[src/rtl/fetch_sequencer.sv]
// -----------------------------------------------------------------------------
// fetch_sequencer
//   Run controller for the instruction-fetch PC unit. Turns the current
//   instruction's branch class, halt flag and memory flags into the fetch
//   unit's BranchEZ / BranchNZ / BranchAlways / Done controls, runs the
//   Start -> Halted program handshake, holds the PC while a data-memory access
//   is outstanding and counts retired instructions.
//
// Optional feature:
//   FETCH_WATCHDOG_EN  when defined, a WAIT that sees no MemAck for TIMEOUT
//                      consecutive cycles aborts to HALT and raises a sticky
//                      Fault. When undefined, WAIT waits forever and Fault=0.
//
// Parameters:
//   CW       width of InstrCount
//   TIMEOUT  WAIT cycles without MemAck before a fault (watchdog build only)
//
// Ports:
//   Clk, Reset       clock (rising edge), synchronous active-high reset
//   Start            begins execution when IDLE
//   BrOp[1:0]        00 none, 01 BEZ, 10 BNZ, 11 always
//   Zero             ALU zero flag (resolved by fetch, not used here)
//   IsHalt, IsMem    current instruction is HALT / a data-memory access
//   MemAck           data memory completes the access this cycle
//   BranchEZ/NZ/Always  branch requests to fetch (at most one high)
//   Done             1 = hold PC
//   CommitEn         current instruction retires this cycle
//   Busy, Halted     state is RUN/WAIT, state is HALT
//   Fault            watchdog fault, sticky until Reset
//   InstrCount       retired instructions since Reset, saturating
//   dbg_state        current FSM state (0 IDLE, 1 RUN, 2 WAIT, 3 HALT)
//
// Handshake: Start is sampled only in IDLE; MemAck is sampled only while the
// current instruction is a memory access (RUN with IsMem, or WAIT). A cycle
// with CommitEn=1 is exactly one retired instruction.
// -----------------------------------------------------------------------------
module fetch_sequencer #(
  parameter int CW      = 16,
  parameter int TIMEOUT = 16
) (
  input  logic          Clk,
  input  logic          Reset,
  input  logic          Start,
  input  logic [1:0]    BrOp,
  input  logic          Zero,
  input  logic          IsHalt,
  input  logic          IsMem,
  input  logic          MemAck,
  output logic          BranchEZ,
  output logic          BranchNZ,
  output logic          BranchAlways,
  output logic          Done,
  output logic          CommitEn,
  output logic          Busy,
  output logic          Halted,
  output logic          Fault,
  output logic [CW-1:0] InstrCount,
  output logic [1:0]    dbg_state
);

  typedef enum logic [1:0] {
    ST_IDLE = 2'd0,
    ST_RUN  = 2'd1,
    ST_WAIT = 2'd2,
    ST_HALT = 2'd3
  } state_t;

  state_t state_q, state_d;
  logic   wd_expire;

  // Zero is consumed by the fetch unit itself; the branch condition is not
  // evaluated here.
  logic unused_zero;
  assign unused_zero = Zero;

  assign dbg_state = state_q;

  // ---------------------------------------------------------------------------
  // Watchdog
  // ---------------------------------------------------------------------------
`ifdef FETCH_WATCHDOG_EN
  localparam int WDW = $clog2(TIMEOUT + 1);
  logic [WDW-1:0] wd_cnt;
  logic           fault_q;

  // wd_cnt holds the number of ack-less WAIT cycles already seen, so the
  // TIMEOUT-th ack-less cycle is the one where it equals TIMEOUT-1. A MemAck
  // in that same cycle takes precedence.
  assign wd_expire = (state_q == ST_WAIT) && !MemAck &&
                     (wd_cnt == WDW'(TIMEOUT - 1));

  always_ff @(posedge Clk) begin
    if (Reset) begin
      wd_cnt  <= '0;
      fault_q <= 1'b0;
    end else begin
      if (state_q == ST_RUN)
        wd_cnt <= '0;
      else if (state_q == ST_WAIT && !MemAck)
        wd_cnt <= wd_cnt + 1'b1;
      if (wd_expire)
        fault_q <= 1'b1;
    end
  end

  assign Fault = fault_q;
`else
  localparam int unused_timeout = TIMEOUT;
  assign wd_expire = 1'b0;
  assign Fault     = 1'b0;
`endif

  // ---------------------------------------------------------------------------
  // FSM: state register
  // ---------------------------------------------------------------------------
  always_ff @(posedge Clk) begin
    if (Reset) state_q <= ST_IDLE;
    else       state_q <= state_d;
  end

  // ---------------------------------------------------------------------------
  // FSM: next state
  // ---------------------------------------------------------------------------
  always_comb begin
    state_d = state_q;
    case (state_q)
      ST_IDLE: if (Start) state_d = ST_RUN;
      ST_RUN: begin
        if (IsHalt)               state_d = ST_HALT;
        else if (IsMem && !MemAck) state_d = ST_WAIT;
      end
      ST_WAIT: begin
        if (MemAck)         state_d = ST_RUN;
        else if (wd_expire) state_d = ST_HALT;
      end
      ST_HALT: state_d = ST_HALT;
      default: state_d = ST_IDLE;
    endcase
  end

  // ---------------------------------------------------------------------------
  // FSM: outputs. Reset forces the idle output set in its own cycle so an
  // abort mid-instruction never commits.
  // ---------------------------------------------------------------------------
  always_comb begin
    Done         = 1'b1;
    BranchEZ     = 1'b0;
    BranchNZ     = 1'b0;
    BranchAlways = 1'b0;
    CommitEn     = 1'b0;
    Busy         = 1'b0;
    Halted       = 1'b0;
    if (!Reset) begin
      case (state_q)
        ST_RUN: begin
          Busy = 1'b1;
          if (!IsHalt && !(IsMem && !MemAck)) begin
            Done     = 1'b0;
            CommitEn = 1'b1;
            // Memory instructions never branch.
            if (!IsMem) begin
              BranchEZ     = (BrOp == 2'b01);
              BranchNZ     = (BrOp == 2'b10);
              BranchAlways = (BrOp == 2'b11);
            end
          end
        end
        ST_WAIT: begin
          Busy = 1'b1;
          if (MemAck) begin
            Done     = 1'b0;
            CommitEn = 1'b1;
          end
        end
        ST_HALT: Halted = 1'b1;
        default: ;
      endcase
    end
  end

  // ---------------------------------------------------------------------------
  // Retired-instruction counter, saturating at all-ones.
  // ---------------------------------------------------------------------------
  always_ff @(posedge Clk) begin
    if (Reset)
      InstrCount <= '0;
    else if (CommitEn && (InstrCount != {CW{1'b1}}))
      InstrCount <= InstrCount + 1'b1;
  end

endmodule
[config.mk]
export PLATFORM = sky130hd
export DESIGN_NAME = fetch_sequencer
export DESIGN_NICKNAME = d
export VERILOG_FILES = /design/src/rtl/fetch_sequencer.sv
export SDC_FILE = /design/constraint.sdc
export NUM_CORES = 1
export LEC_CHECK = 0
export CAP_MARGIN = 5
export CORE_MARGIN = 5
export CORE_UTILIZATION = 48
export DETAILED_ROUTE_END_ITERATION = 8
export PLACE_DENSITY = 0.82
export SKIP_CTS_REPAIR_TIMING = 1
export SKIP_LAST_GASP = 1
export SLEW_MARGIN = 20
export SYNTH_ARGS = -nofsm -noshare
export SYNTH_HDL_FRONTEND = slang
export SYNTH_SLANG_ARGS = --single-unit
[constraint.sdc]
create_clock -name Clk -period 5.15 [get_ports Clk]
set_input_delay 1.03 -clock Clk [delete_from_list [all_inputs] [get_ports Clk]]
set_output_delay 1.03 -clock Clk [all_outputs]
set_load 0.05 [all_outputs]
Yosys cells after proc, flatten, opt, wreduce, memory -nomap -nowiden
Index checks and enable logic that the tools add are counted.

Bits in registers: 18. Output and inout bits: 26. Logic and storage cells: 51.

Add/subtract/negate cells: 1. Equality and inequality tests: 10. Mux-type cells: 29. Reduce and logical (&&, ||, !) cells: 9.

Operators by type and width (number): two-way mux 1 bit (22); adder 16 x 1 -> 16 bit (second input constant) (1); inequality test 16 bit (second input constant) (1); == test 2 bit (second input constant) (4); two-way mux 2 bit (4); case mux 2 bit (4 select lines) (1); == test 2 x 1 -> 1 bit (second input constant) (2); inequality test 2 bit (second input constant) (2); case mux 1 bit (2 select lines) (2); logical AND 1 bit (3); zero test 1 bit (3); inequality test 3 bit (second input constant) (1); AND reduction 3 bit (1); zero test 2 bit (1); OR reduction 2 bit (1).

Depth between registers and ports, before layout
Gate-level depths: netlist (run 1).

Depth after elaboration: 8. Gate-level depth with buffers: 8. Gate-level depth less buffers: 7.

Worst setup path after synthesis (run 1)
OpenSTA, ideal clock, no wires.

Path kind: input to output. Start: input IsHalt. End: output BranchNZ. Data arrival time: 2108 ps. Path slack: 2012 ps. Cell stages on the path: 4. Path buffers: 0. Path through: nand2b_4 nor3_1 nand2_1 nor2_1.

Longest elaborated chain between the ends: 5.

RTL lines: start, declared (RTL line 46) `input logic IsHalt,`; zero test 1 bit (RTL line 157) `if (!IsHalt && !(IsMem && !MemAck)) begin`; logical AND 1 bit (RTL line 157); two-way mux 1 bit (RTL line 157); two-way mux 1 bit (RTL line 154) `case (state_q)`; two-way mux 1 bit (RTL line 153) `if (!Reset) begin`; end, declared (RTL line 50) `output logic BranchNZ,`.

Every way passes these cells.

Worst setup path after layout (run 1)
Start: input Reset. End: output CommitEn.

Longest elaborated chain between the ends: 1.

RTL lines: start, declared (RTL line 42) `input logic Reset,`; two-way mux 1 bit (RTL line 153); end, declared (RTL line 53) `output logic CommitEn,`.

Every way passes these cells.

==> implementation parameters, run 1 <==
Parameter                              Value

Status
  Run status ... finished clean

Cells and area
  Multi-input logic area ... 652 sq um
  NumNets Final ... ~170
  FF+latch area ... 360 sq um
  Antenna Diode Count ... 0
  Fraction of final layout cells with drive strength greater than 1 ... 0.0844
  Most common cell after layout, fill and taps aside ... sky130_fd_sc_hd__clkdlybuf4s50_1
  Leading cell types in the layout, fill and taps excluded ... 32 x sky130_fd_sc_hd__clkdlybuf4s50_1, 18 x sky130_fd_sc_hd__dfxtp_1, 15 x sky130_fd_sc_hd__nor2_1, 7 x sky130_fd_sc_hd__o21ai_0, 7 x sky130_fd_sc_hd__xor2_1
  Number of fill cells ... between 200 and 250
  Growth of design area from synthesis to finish ... 35.1%
  End-of-flow core utilization ... 0.661

Logic synthesis
  Count of different cell masters after synthesis ... 38
  Yosys warnings ... 0
  Total of flip-flops plus latches after synthesis ... 18
  Syn_nets ... between 100 and 150
  Number of instances in the synthesized netlist ... 121
  Cell Area, Synth ... between 1000 and 1500 sq um
  Sequential area share after synthesis ... 0.340
  Avg Cell Area, Syn ... 8.77 sq um

Clock tree
  Clock-pin slew on the worst setup and hold paths ... about 110 ps
  Cell at the root of the clock tree ... sky130_fd_sc_hd__clkbuf_4
  Total clock sinks ... 18
  Clock latency at the later pin of the worst-skew pair ... ~300 ps
  Maximum buffer depth of the clock tree ... 2
  Total CTS buffers ... 3
  TritonCTS clock tree ... yes
  Number of H-tree branching levels ... 1

STA
  Peak Freq ... 241 MHz
  Slew at the pin closest to its max-slew limit ... 528 ps
  Period utilization ... 0.806
  Final setup TNS ... 0 ps
  Final-report hold violation count ... 0
  Worst slew margin ... 0.648
  RSZ-0062 raised after global routing ... false
  Clock period minus worst slack ... 4150 ps
  Setup violation total in the final timing report ... 0
  Clock tree skew after final layout ... 9.10 ps
  Fin. max-slew vios ... 0

Floorplan
  Core box area ... 2170 sq um
  Die area ... about 3300 sq um
  Height of the die ... approximately 57 um
  Number of placement rows ... 17
  Effective utilization at floorplan ... 0.489
  I/O pin cnt ... 35
  Floorplan die width ... 57.0 um

Power
  Net Switching ... 0.137 mW
  Register share of total power ... 0.407
  Internal portion of total power ... about 0.23 mW
  Clock share of power ... 0.237
  Peak VDD IR ... between 150 and 200 uV
  Power density over cell area ... ~260 nW/um^2
  Comb pwr share ... 0.356
  Sw frac ... 0.369
  Pleak ... 0.519 nW

Global routing
  GRT Overall Usage ... 0.164
  Maximum number of pins on one net before global-route repair ... 13
  Wire length of the first global-routing pass ... about 4300 um
  Antenna violations before repair ... 0
  Vias in the first global route ... 939
  Total congestion overflow after global routing ... 0

Placed design
  Port Buffer Count ... 32
  DPL Wire Length ... around 1900 um
  Weighted congestion reported at the end of routability-driven placement ... between 0.8 and 0.9

Drt
  Total Wirelength ... 2500 um
  Routed vias/inst ... 5.53
  Antenna Nets Post-Route ... 0
  Average wire per standard cell ... 13.7 um
  First-pass detailed-route iteration total ... 4
  Initial DRC count ... 29
  DRC viols ... 0
  Via total after detailed routing ... between 1k and 1.5k

Setup path
  Largest stage delay on the critical path ... ~870 ps
  Arrival time reported for the critical path endpoint ... approximately 3100 ps
  Cell breakdown of the critical path ... clkdlybuf4s50_1 -> nand2b_4 -> a211oi_4 -> clkdlybuf4s50_1
  Peak fanout along the critical path ... 12
  Startpoint type of the worst setup path ... primary input
  CP dominant cell by count ... sky130_fd_sc_hd__clkdlybuf4s50_1
  Type of element capturing the critical path ... output port
  Worst EP required ... ~4000 ps
  Critical path start-end classification ... primary input to output port
  Cell with the biggest individual delay on the critical path ... sky130_fd_sc_hd__clkdlybuf4s50_1

Job
  Max-Cap Viols ... 0

Hold path
  Worst min-delay path class ... register to register
## flip-flops by register name, summed over array words and instances, names as in the netlist
register    count
dbg_state       2
InstrCount     16
## metal layers
metal | up-vias | part of all wire | wire length, um | track usage
met3 | 2 | 0.044 | 109 | 0.0475
met5 | - | 0 | 0 | 0
met1 | 479 | 0.44 | 1100 | 0.206
li1 | 501 | - | - | -
met4 | 0 | 0.0068 | 17 | 0.0397
met2 | 24 | 0.51 | 1270 | 0.276
## synth_stat cells, drive strengths merged
master / count / share of area
a2111oi: 1 / 0.026
a211oi: 4 / 0.040
a21oi: 5 / 0.024
a41oi: 1 / 0.0083
and2: 2 / 0.012
and3: 5 / 0.031
and3b: 1 / 0.0083
and4: 2 / 0.017
buf: 2 / 0.018
clkbuf: 2 / 0.0071
conb: 1 / 0.0035
dfxtp: 18 / 0.34
ha: 5 / 0.059
inv: 6 / 0.021
mux2i: 1 / 0.0094
nand2: 6 / 0.024
nand2b: 3 / 0.032
nand3: 6 / 0.028
nand4: 3 / 0.018
nand4b: 1 / 0.0083
nor2: 15 / 0.053
nor2b: 2 / 0.012
nor3: 2 / 0.0094
o2111ai: 3 / 0.031
o211ai: 1 / 0.0071
o21ai: 7 / 0.033
o221a: 1 / 0.011
o31ai: 2 / 0.014
or3: 3 / 0.018
or4: 2 / 0.014
xnor2: 1 / 0.0083
xor2: 7 / 0.058
## path summary, 6_finish.rpt
kind | from | endpoint | slack, ps | cells past startpoint
worst max-delay path | Reset | CommitEn | 1000 | 4
worst min-delay path | InstrCount[11] | InstrCount[11] | 520 | 2
worst max register to register | dbg_state[1] | InstrCount[11] | 2930 | 7
worst min register to register | InstrCount[11] | InstrCount[11] | 520 | 2
## metrics by stage
step | total power, mW | area (sq um) | std cells | worst slack, ps | hold WS (ps)
after floorplan | 0.250 | 1060 | 121 | 2010 | 712
after global placement | 0.286 | 1400 | 178 | 1020 | 476
after detailed placement | 0.288 | 1400 | 178 | 992 | 505
after CTS | 0.376 | 1430 | 182 | 983 | 523
after global routing | 0.395 | 1430 | 182 | 906 | 556
final | 0.372 | 1430 | 182 | 998 | 522
## power by group through the flow
stage               sequential (mW)  clock [mW]  combinational (mW)
global placement              0.155           0               0.131
detailed placement            0.155           0               0.133
global route                  0.153       0.100               0.142
floorplan                     0.172           0              0.0786
CTS                           0.152      0.0901               0.134
finish                        0.152      0.0882               0.133
## area by class of cell
class | instances | share of cell area
flip-flops and latches | 18 | 0.251
inverters | 6 | 0.0157
repair buffers | 33 | 0.229
multi-input cells | 93 | 0.455
well taps | 28 | 0.0244
clock buffers | 4 | 0.0253
## cell families after synthesis
kind of cell,Yosys count,synth area share
DFF,18,0.340
AOI/OAI and AO/OA,25,0.193
buffers and inverters,10,0.0460
xor gates and xnor gates,8,0.0660
muxes,1,0.00943
other,1,0.00353
adders and majority gates,5,0.0590
and+or+nand+nor,53,0.283
## worst max-delay path: cells and delay by family
| kind | cells | cell delay [ps] |
|---|---|---|
| buffers and inverters | 2 | 1500 |
| AOI/OAI and AO/OA | 1 | 310 |
| and+or+nand+nor | 1 | 280 |
No activity file was read; power rests on OpenSTA's default activity.
==> run 2, diff against run 1 <==
--- a/config.mk
+++ b/config.mk
@@ -7,9 +7,9 @@
 export LEC_CHECK = 0
 export CAP_MARGIN = 5
 export CORE_MARGIN = 5
-export CORE_UTILIZATION = 48
+export CORE_UTILIZATION = 45
 export DETAILED_ROUTE_END_ITERATION = 8
-export PLACE_DENSITY = 0.82
+export PLACE_DENSITY = 0.78
 export SKIP_CTS_REPAIR_TIMING = 1
 export SKIP_LAST_GASP = 1
 export SLEW_MARGIN = 20
==> constraint.sdc (replaced) <==
create_clock -name Clk -period 4 [get_ports Clk]
set_input_delay 0.8 -clock Clk [delete_from_list [all_inputs] [get_ports Clk]]
set_output_delay 0.8 -clock Clk [all_outputs]
set_load 0.05 [all_outputs]
==> run 2 against run 1 <==
Setup slack got worse by 550 ps. Global-route usage shrank 1.6 points. Die area increased by 5.5%. Critical path depth rose by 1. Wire length is 3.4% lower. Combinational power increased by 27%. Via count is 3.8% lower. Core utilization down 3.0 points. Power rose by 21%. Final area decreased by 1.7%. Register-to-register slack got worse by 1200 ps.
==> implementation parameters, run 2 (synthesis gave the netlist of run 1 again) <==
Parameter                              Value

Status
  Run status ... finished clean

Clock tree
  Maximum buffer depth of the clock tree ... 2
  Number of H-tree branching levels ... 1
  Total CTS buffers ... 3
  Clock latency at the later pin of the worst-skew pair ... about 290 ps
  Total clock sinks ... 18
  Cell at the root of the clock tree ... sky130_fd_sc_hd__clkbuf_4
  Clock-pin slew on the worst setup and hold paths ... 100 ps
  TritonCTS clock tree ... yes

Power
  Power density over cell area ... roughly 320 nW/um^2
  Pleak ... between 0.5 and 0.6 nW
  Total power after layout ... ~0.45 mW
  Peak VDD IR ... ~240 uV

Global routing
  Total congestion overflow after global routing ... 0
  GR met1 Demand/Resource ... 0.183
  Vias in the first global route ... just over 900
  GRT Overall Usage ... 0.148
  Maximum number of pins on one net before global-route repair ... 21
  Wire length of the first global-routing pass ... 4020 um
  Global routing usage on met3 ... 0.0439
  Antenna violations before repair ... 0
  GR peak layer ... met2
  Met2 Use GR ... 0.254

Cells and area
  Number of fill cells ... ~210
  Antenna Diode Count ... 0
  Leading cell types in the layout, fill and taps excluded ... 28 x sky130_fd_sc_hd__clkdlybuf4s50_1, 18 x sky130_fd_sc_hd__dfxtp_1, 15 x sky130_fd_sc_hd__nor2_1, 7 x sky130_fd_sc_hd__o21ai_0, 7 x sky130_fd_sc_hd__xor2_1
  Multi-input logic area ... around 650 sq um
  FF+latch area ... 360 sq um
  NumNets Final ... around 170
  Biggest register ... InstrCount
  Non-filler instance count after layout ... ~180
  Fraction of final layout cells with drive strength greater than 1 ... 0.105
  Growth of design area from synthesis to finish ... 32.9%
  Most common cell after layout, fill and taps aside ... sky130_fd_sc_hd__clkdlybuf4s50_1
  Largest register FFs ... 16

STA
  Setup violation total in the final timing report ... 0
  Clock period minus worst slack ... 3550 ps
  RSZ-0062 raised after global routing ... false
  Period utilization ... 0.888
  Worst slew margin ... 0.657
  Final setup TNS ... 0 ps
  Clock tree skew after final layout ... 5.30 ps
  Min Hold Slack ... 514 ps
  Slew at the pin closest to its max-slew limit ... 512 ps
  Final-report hold violation count ... 0
  Fin. max-slew vios ... 0
  Peak Freq ... 282 MHz

Setup path
  Type of element capturing the critical path ... output port
  Peak fanout along the critical path ... 4
  Critical path start-end classification ... primary input to output port
  Worst EP required ... 3200 ps
  Startpoint type of the worst setup path ... primary input
  Arrival time reported for the critical path endpoint ... roughly 2800 ps

Job
  Max-Cap Viols ... 0

Drt
  Average wire per standard cell ... roughly 13 um
  DRC viols ... 0
  Total Wirelength ... roughly 2400 um
  First-pass detailed-route iteration total ... 6
  Routed vias/inst ... about 5.3
  Antenna Nets Post-Route ... 0
  Initial DRC count ... 12
  Via total after detailed routing ... ~970

Floorplan
  Core box area ... roughly 2200 sq um
  Floorplan die width ... ~59 um
  Height of the die ... about 59 um
  Number of placement rows ... 17
  I/O pin cnt ... 35
  Die area ... around 3400 sq um
  Effective utilization at floorplan ... 0.475

Placed design
  Number of cells in the design after placement ... between 150 and 200
  DPL Wire Length ... approximately 1800 um
  Weighted congestion reported at the end of routability-driven placement ... about 0.8
  Port Buffer Count ... 32

Hold path
  Worst min-delay path class ... register to register
[run 2: cell type report]
cell class	instances	area share
timing repair buffer	33	0.225
multi-input combinational	93	0.462
tap	28	0.0248
inverter	6	0.0160
sequential	18	0.256
clock buffer	3	0.0160
[run 2: power breakdown]
| part | internal, mW | switching, mW |
|---|---|---|
| Clock | 0.0350 | 0.0522 |
| Sequential | 0.186 | 0.00898 |
| Combinational | 0.0605 | 0.109 |
| Total | 0.281 | 0.170 |
[run 2: routing by layer]
layer  vias up  share of wire  routed length (um)
met5         -              0                   0
met4         0         0.0050                  12
met3         2          0.038                  91
met2        17           0.50                1200
met1       450           0.46                1110
li1        499              -                   -
[run 2: path summary, 6_finish.rpt]
path	to	slack [ps]	startpoint	depth (start not counted)
hold reg to reg	InstrCount[11]	510	InstrCount[11]	2
hold / removal	InstrCount[11]	510	InstrCount[11]	2
setup / recovery	Done	450	IsMem	5
setup reg to reg	InstrCount[15]	1770	dbg_state[0]	7
[run 2: critical path: stages]
cell and delay [ps]:
sky130_fd_sc_hd__clkdlybuf4s50_1 480, sky130_fd_sc_hd__nor2b_1 420, sky130_fd_sc_hd__o21ai_0 140, sky130_fd_sc_hd__nand3_1 100, sky130_fd_sc_hd__clkdlybuf4s50_1 800
[run 2: metrics by stage]
step	util	area, sq um	worst slack, ps
after detailed placement	0.621	1390	438
after floorplan	-	1060	1140
final	0.631	1410	449
after global placement	0.621	1390	459
after global routing	0.631	1410	290
after CTS	0.631	1410	423
==> run 3, diff against run 2 <==
--- a/config.mk
+++ b/config.mk
@@ -7,9 +7,9 @@
 export LEC_CHECK = 0
 export CAP_MARGIN = 5
 export CORE_MARGIN = 5
-export CORE_UTILIZATION = 45
+export CORE_UTILIZATION = 35
 export DETAILED_ROUTE_END_ITERATION = 8
-export PLACE_DENSITY = 0.78
+export PLACE_DENSITY = 0.63
 export SKIP_CTS_REPAIR_TIMING = 1
 export SKIP_LAST_GASP = 1
 export SLEW_MARGIN = 20
==> run 3 against run 2 <==
Core utilization shrank 15 points. Combinational power is essentially flat. Clock-buffer cell count up 1. Critical endpoint is now Halted. Largest cell class unchanged.
==> implementation parameters, run 3 (synthesis gave the netlist of run 1 again) <==
Parameter                              Value

Setup path
  Peak fanout along the critical path ... 20
  Arrival time reported for the critical path endpoint ... 2390 ps
  Worst EP required ... around 3200 ps
  Type of element capturing the critical path ... output port
  Cell breakdown of the critical path ... clkdlybuf4s50_1 -> buf_4 -> nor2b_1 -> clkdlybuf4s50_1
  Largest stage delay on the critical path ... 810 ps
  CP dominant cell by count ... sky130_fd_sc_hd__clkdlybuf4s50_1
  Cell with the biggest individual delay on the critical path ... sky130_fd_sc_hd__clkdlybuf4s50_1
  Startpoint type of the worst setup path ... primary input
  Critical path start-end classification ... primary input to output port

Clock tree
  Total CTS buffers ... 3
  Clock latency at the later pin of the worst-skew pair ... a little under 300 ps
  Maximum buffer depth of the clock tree ... 2
  Total clock sinks ... 18
  Clock-pin slew on the worst setup and hold paths ... roughly 110 ps
  Cell at the root of the clock tree ... sky130_fd_sc_hd__clkbuf_4
  Number of H-tree branching levels ... 1
  TritonCTS clock tree ... yes

Cells and area
  Fraction of final layout cells with drive strength greater than 1 ... 0.117
  Biggest register ... InstrCount
  NumNets Final ... approximately 170
  Leading cell types in the layout, fill and taps excluded ... 27 x sky130_fd_sc_hd__clkdlybuf4s50_1, 18 x sky130_fd_sc_hd__dfxtp_1, 15 x sky130_fd_sc_hd__nor2_1, 7 x sky130_fd_sc_hd__o21ai_0, 7 x sky130_fd_sc_hd__xor2_1
  Growth of design area from synthesis to finish ... 34.6%
  Non-filler instance count after layout ... 187
  Most common cell after layout, fill and taps aside ... sky130_fd_sc_hd__clkdlybuf4s50_1
  End-of-flow core utilization ... 0.479
  Antenna Diode Count ... 0
  Final std cell area, no fill ... about 1400 sq um
  Largest register FFs ... 16

Floorplan
  I/O pin cnt ... 35
  Die area ... between 4000 and 5000 sq um
  Core box area ... approximately 3000 sq um
  Height of the die ... approximately 65 um
  Number of placement rows ... 20
  Floorplan die width ... 65.1 um
  Effective utilization at floorplan ... 0.356

Placed design
  Weighted congestion reported at the end of routability-driven placement ... between 0.7 and 0.8
  Port Buffer Count ... 32
  DPL Wire Length ... 1830 um
  Area of placed instances ... between 1000 and 1500 sq um
  Number of cells in the design after placement ... 183

STA
  Final setup TNS ... 0 ps
  Clock tree skew after final layout ... around 0.86 ps
  Period utilization ... 0.798
  Peak Freq ... 313 MHz
  Final-report hold violation count ... 0
  Min Hold Slack ... between 500 and 600 ps
  Worst slew margin ... 0.645
  Clock period minus worst slack ... 3190 ps
  Slew at the pin closest to its max-slew limit ... 531 ps
  RSZ-0062 raised after global routing ... false
  Fin. max-slew vios ... 0
  Setup violation total in the final timing report ... 0

Drt
  First-pass detailed-route iteration total ... 4
  DRC viols ... 0
  Initial DRC count ... 42
  Antenna Nets Post-Route ... 0
  Routed vias/inst ... about 5.3
  Total Wirelength ... around 2400 um
  Average wire per standard cell ... ~13 um
  Via total after detailed routing ... approximately 1,000

Global routing
  Antenna violations before repair ... 0
  Wire length of the first global-routing pass ... around 4300 um
  GRT Overall Usage ... 0.126
  Maximum number of pins on one net before global-route repair ... 21
  GR peak layer ... met2
  Total congestion overflow after global routing ... 0
  Vias in the first global route ... between 900 and 1k
  GR met1 Demand/Resource ... 0.162
  Met2 Use GR ... 0.206
  Global routing usage on met3 ... 0.0277

Power
  Power density over cell area ... between 300 and 400 nW/um^2
  Peak VDD IR ... 145 uV
  Pleak ... between 0.5 and 0.6 nW

Status
  Run status ... finished clean

Hold path
  Worst min-delay path class ... register to register

Job
  Max-Cap Viols ... 0
-- run 3: changes by cell type in the layout (fill, tap and decap cells not counted), sizes merged --
cell | previous run | this run
buf | 5 | 6
clkbuf | 3 | 4
clkdlybuf4s50 | 28 | 27
-- run 3: worst paths after layout --
path	from	endpoint	slack (ps)	cells past startpoint
hold reg to reg	InstrCount[11]	InstrCount[11]	510	2
hold / removal	InstrCount[11]	InstrCount[11]	510	2
setup reg to reg	dbg_state[1]	InstrCount[11]	1800	7
setup / recovery	Reset	Halted	810	4
-- run 3: layout make-up --
class / instances / area, sq um
well taps: 33 / 41.3
multi-input cells: 93 / 652
clock buffers: 4 / 36.3
repair buffers: 33 / 315
inverters: 6 / 22.5
flip-flops and latches: 18 / 360
fillers: 288 / 1550
-- run 3: through the flow --
stage	total power, mW	worst slack, ps
2_1_floorplan	0.322	1140
3_3_place_gp	0.368	818
3_5_place_dp	0.370	800
4_1_cts	0.486	794
5_1_grt	0.508	766
6_report	0.479	810
-- run 3: routing by layer --
metal,vias up,share of wire
li1,500,-
met1,475,0.46
met2,18,0.49
met3,5,0.032
met4,0,0.019
met5,-,0
-- run 3: report_power, final --
group,switching [mW],total (mW),internal [mW]
clock network,0.0592,0.115,0.0555
logic,0.110,0.169,0.0593
registers,0.00932,0.195,0.186
-- run 3: critical path: cells and delay by family --
| kind | cells | cell delay (ps) |
|---|---|---|
| buf+inv | 3 | 1450 |
| simple gates | 1 | 130 |
